$ cat config.mk
export PLATFORM = sky130hd
export DESIGN_NAME = fifo_reader
export DESIGN_NICKNAME = d
export VERILOG_FILES = /design/src/rtl/fifo_pkg.sv /design/src/rtl/fifo_reader_skid.sv /design/src/rtl/fifo_reader.sv
export SDC_FILE = /design/constraint.sdc
export NUM_CORES = 1
export LEC_CHECK = 0
export CAP_MARGIN = 20
export CORE_ASPECT_RATIO = 0.8
export CORE_UTILIZATION = 44
export CTS_CLUSTER_DIAMETER = 40
export DETAILED_ROUTE_END_ITERATION = 6
export GPL_TIMING_DRIVEN = 0
export PLACE_DENSITY = 0.85
export SLEW_MARGIN = 20
export SYNTH_ARGS = -nofsm -noshare
export SYNTH_HDL_FRONTEND = slang
export SYNTH_SLANG_ARGS = --single-unit
$ cat constraint.sdc
create_clock -name clk -period 1.5 [get_ports clk]
set_input_delay 0.15 -clock clk [delete_from_list [all_inputs] [get_ports clk]]
set_output_delay 0.15 -clock clk [all_outputs]
set_load 0.02 [all_outputs]
$ cat src/rtl/fifo_pkg.sv
// Shared constants and occupancy-state encoding for the FIFO reader and its skid buffer.
package fifo_pkg;
   localparam int DEF_WIDTH = 16;
   localparam int DEF_DEPTH = 16;

   // Encoded value equals the number of words held downstream of the source FIFO.
   typedef enum logic [1:0] {
      EMPTY = 2'd0,
      ONE   = 2'd1,
      TWO   = 2'd2
   } occ_state_t;
endpackage

$ cat src/rtl/fifo_reader_skid.sv
// Output register plus one skid entry; words arriving on cap are presented in order on data/valid.
// Capture lands in the output register when it is free or popping, else in skid; data/valid hold while stalled.
module fifo_reader_skid
   import fifo_pkg::*;
#(
   parameter int WIDTH = DEF_WIDTH
) (
   input  logic             clk,
   input  logic             rst,
   input  logic             cap,
   input  logic [WIDTH-1:0] cap_data,
   input  logic             ready,
   output logic [WIDTH-1:0] data,
   output logic             valid,
   output logic [1:0]       occ
);

   occ_state_t       state;
   logic [WIDTH-1:0] skid;
   logic             pop;

   assign pop = valid & ready;
   assign occ = state;

   always_ff @(posedge clk or negedge rst) begin
      if (!rst) begin
         state <= EMPTY;
         valid <= 1'b0;
         data  <= '0;
         skid  <= '0;
      end else begin
         case (state)
            EMPTY: begin
               if (cap) begin
                  data  <= cap_data;
                  valid <= 1'b1;
                  state <= ONE;
               end
            end
            ONE: begin
               if (cap && pop) begin
                  data <= cap_data;
               end else if (cap) begin
                  skid  <= cap_data;
                  state <= TWO;
               end else if (pop) begin
                  valid <= 1'b0;
                  state <= EMPTY;
               end
            end
            TWO: begin
               // A capture without a pop cannot occur here: the read issue logic never over-commits.
               if (pop) begin
                  data <= skid;
                  if (cap) skid  <= cap_data;
                  else     state <= ONE;
               end
            end
            default: begin
               state <= EMPTY;
               valid <= 1'b0;
            end
         endcase
      end
   end

endmodule

$ cat src/rtl/fifo_reader.sv
// Drains a source FIFO into a valid/ready stream; read-to-valid latency 2 cycles, 1 word/cycle sustained.
// Reads only while the 2-entry buffer can absorb them; optional rd_count pop counter with FIFO_READER_CNT_EN.
module fifo_reader
   import fifo_pkg::*;
#(
   parameter int WIDTH = DEF_WIDTH,
   parameter int DEPTH = DEF_DEPTH
) (
   input  logic             clk,
   input  logic             rst,
   input  logic             fifo_empty,
   output logic             fifo_read,
   input  logic [WIDTH-1:0] fifo_data_out,
   output logic [WIDTH-1:0] out_data,
   output logic             out_valid,
   input  logic             out_ready
`ifdef FIFO_READER_CNT_EN
   ,
   output logic [$clog2(DEPTH):0] rd_count
`endif
);

   if (DEPTH < 1) begin : g_depth_chk
      $error("fifo_reader: DEPTH must be at least 1");
   end

   logic       inflight;
   logic       pop;
   logic [1:0] occ;

   assign pop = out_valid & out_ready;

   // Issue a read only if, counting the word already in flight, the buffer still has room after this edge.
   assign fifo_read = rst & ~fifo_empty &
                      (({1'b0, occ} + {2'b00, inflight}) < (3'd2 + {2'b00, pop}));

   always_ff @(posedge clk or negedge rst) begin
      if (!rst) inflight <= 1'b0;
      else      inflight <= fifo_read;
   end

`ifdef FIFO_READER_CNT_EN
   always_ff @(posedge clk or negedge rst) begin
      if (!rst)     rd_count <= '0;
      else if (pop) rd_count <= rd_count + 1'b1;
   end
`endif

   fifo_reader_skid #(
      .WIDTH(WIDTH)
   ) u_skid (
      .clk      (clk),
      .rst      (rst),
      .cap      (inflight),
      .cap_data (fifo_data_out),
      .ready    (out_ready),
      .data     (out_data),
      .valid    (out_valid),
      .occ      (occ)
   );

endmodule

==> out/qor.txt <==
Status -> finished with violations
Failing checks -> negative setup slack
Residual DRC -> 0
Dpl hpwl -> 2.44 mm
Num ports -> 38
DRT iter0 DRCs -> 108
Fill count -> 219
CP Launch Type -> flop
Mapped Cells -> 132
Leakage -> 1.06 nW
Layout cells sized above 1 -> 28.3%
Achievable clock frequency -> 598 MHz
Placer Congestion -> 0.742
Unrepaired setup endpoints after global routing -> true
Mapped cell area -> 1640 µm²
Ranking of synthesized cells by area -> dfrtp_1 55%, mux2i_1 9.8%, mux2_4 9.2%
Pwr Total -> 4.88 mW
Crit Path Class -> flop to primary output
Routed Antenna Nets -> 0
Yosys top cell by area -> dfrtp_1
Cell with the most instances after synthesis -> dfrtp_1
Max Clock Skew -> 0.00194 ns
Ys Warns -> 0
Biggest cell delay along the critical path -> 0.44 ns
Area of the multi-input gates -> 743 µm²
Count of flip-flops with a built-in enable after synthesis -> 0
WL/cell -> 16.6 µm
Placeable Area -> 3490 µm²
Routed length on met1 -> 1.75 mm
Total GRT Usage -> 21.4%
Initial antenna violation count -> 0
Netlist cell types -> 22
Initial Utilization -> 46.9%
Post-synth top flop -> dfrtp_1
Setup WS post-layout -> -0.171 ns
WP data arrival -> 1.52 ns
Die Span Y -> 56.6 µm
CTS buffer count -> 5
Slew Limit Fails -> 0
Port Buffers -> 37
Mean Syn Cell Area -> 12.4 µm²
Worst Path Required -> 1.35 ns
CP Max Fanout -> 2
Worst slew margin -> 70.9%
Vias -> 1246
Seq/Total Area, Yosys -> 55.0%
Clock transition at path regs -> 0.07 ns
Final setup violation count -> 33
Final instance area -> 2440 µm²
Worst-Skew Late Latency -> 0.28 ns
Worst-path cell chain -> ha_4, ha_4, o21ai_1, and3_4, buf_6
CTS Sinks -> 36
Area grow syn2layout -> 49.0%
CP max-delay cell -> dfrtp_2
Via/cell ratio -> 5.35
Asr flop ratio synth -> 100%
PwrDens -> 2000 nW/µm²
Ant. Diodes -> 0
Wire length on met2 -> 1.89 mm
Post-synth top area share -> 55.0%
Die area -> 3970 µm²
Placed Instances -> 212
Rows -> 19
Top post-synthesis cells by count -> 36 x dfrtp_1, 19 x nor2_1, 17 x a21oi_1, 16 x mux2i_1, 10 x mux2_4
CTS Root Cell -> clkbuf_8
Final Hold Vio Count -> 0
Most common cell type on the critical path -> ha_4
First-pass GRT wire length -> 6.42 mm
Final std cells w/o fill -> 233
DR pass1 iterations -> 7
Nets -> 212
Hold crit path type -> input pin to async pin
Crit share post-route -> 111%
Mapped Nets -> 154
Total Wirelength -> 3.86 mm
Crit path time final -> 1.67 ns
Top sig layer -> met4
Setup crit end kind -> primary output
Routed length on met3 -> 170 µm
Total global routing overflow -> 0
Area after DPL -> 2090 µm²
FF+latch area -> 906 µm²
CTS tree -> done
# Max-Cap Violations -> 0
DP Worst Slack -> -0.494 ns
H-tree levels -> 2
Worst Max-Slew Pin Slew -> 0.436 ns
Peak supply drop -> 893 µV
Largest net degree at the start of global routing -> 28
DIE WIDTH -> 70.2 µm
Vias in the first global route -> 1322
Clock Path Buffers -> 2
Synthesized flop and latch total -> 36
## final cells by class
type | count | area share (%)
clock buffers | 6 | 2.97
plain buffers | 6 | 2.97
clock inverters | 2 | 1.43
multi-input cells | 89 | 30.4
repair buffers | 52 | 23.0
well taps | 42 | 2.15
flip-flops and latches | 36 | 37.1
## registers in the layout (all words and copies together), names as in the netlist
name / flops
u_skid.skid: 16
inflight: 1
u_skid.data: 16
u_skid.occ: 2
u_skid.valid: 1
## timing repair
| action | 4_1_cts | 5_1_grt |
|---|---|---|
| pin swaps | 5 | 3 |
| hold endpoints to repair | 9 | 0 |
| gates cloned | 1 | 0 |
| buffers inserted | 10 | 1 |
| hold buffers | 2 | 0 |
| resized for setup | 30 | 4 |
| setup endpoints to repair | 27 | 32 |
## logic make-up after synthesis
kind of cell,after synthesis,share of synthesized area [%]
AO/OA/AOI/OAI,24,7.86
adder cells (fa/ha/maj),2,1.53
buffers and inverters,7,3.21
flip-flops,36,55.0
multiplexers,33,23.7
AND/OR/NAND/NOR,30,8.70
## power by group
part           switching (mW)  internal [mW]
Sequential              0.323           1.45
Clock                   0.344          0.493
Combinational           0.979           1.30
## cells in the final DEF, fill, tap and decap left out, types with 3 or more instances in the layout
master and n:
dfrtp_2 4, o21ai_1 4, clkdlybuf4s50_1 35, a21oi_1 17, clkbuf_8 5, nor2_1 19
mux2i_1 16, buf_4 7, dfrtp_1 32, mux2_4 16, buf_12 3, buf_6 6
## stage by stage
stage | hold slack (ns) | util [%] | setup TNS [ns]
2_1_floorplan | -0.146 | - | -0.0930
3_3_place_gp | 0.474 | 59.2 | -22.83
3_5_place_dp | 0.0508 | 59.9 | -7.30
4_1_cts | 0.421 | 69.2 | -1.87
5_1_grt | 0.437 | 69.9 | -5.76
6_report | 0.428 | 69.9 | -3.99
## path summary, 6_finish.rpt
path / startpoint / to / slack, ns / depth (start not counted)
max: u_skid.occ[0]$_DFFE_PN0P_ / fifo_read / -0.17 / 5
min in group clk: fifo_data_out[0] / u_skid.skid[0]$_DFFE_PN0P_ / 0.51 / 2
min reg2reg: u_skid.skid[4]$_DFFE_PN0P_ / u_skid.skid[4]$_DFFE_PN0P_ / 0.52 / 1
max reg2reg: u_skid.occ[0]$_DFFE_PN0P_ / u_skid.skid[10]$_DFFE_PN0P_ / -0.16 / 6
max in group asynchronous: rst / u_skid.occ[0]$_DFFE_PN0P_ / 0.18 / 3
min: rst / u_skid.data[8]$_DFFE_PN0P_ / 0.43 / 3
## critical path: cells and delay by family, from the launching register on
family | cells | cell delay [ns]
buf+inv | 1 | 0.11
flops | 1 | 0.44
simple gates | 1 | 0.21
compound gates | 1 | 0.08
fa+ha+maj | 2 | 0.41
## routing by layer
metal	track usage (%)	vias up
li1	-	577
met1	28.7	626
met2	33.7	38
met3	5.39	5
met4	7.43	0
met5	0	-
Note: power is estimated with default switching activity, not from simulation.
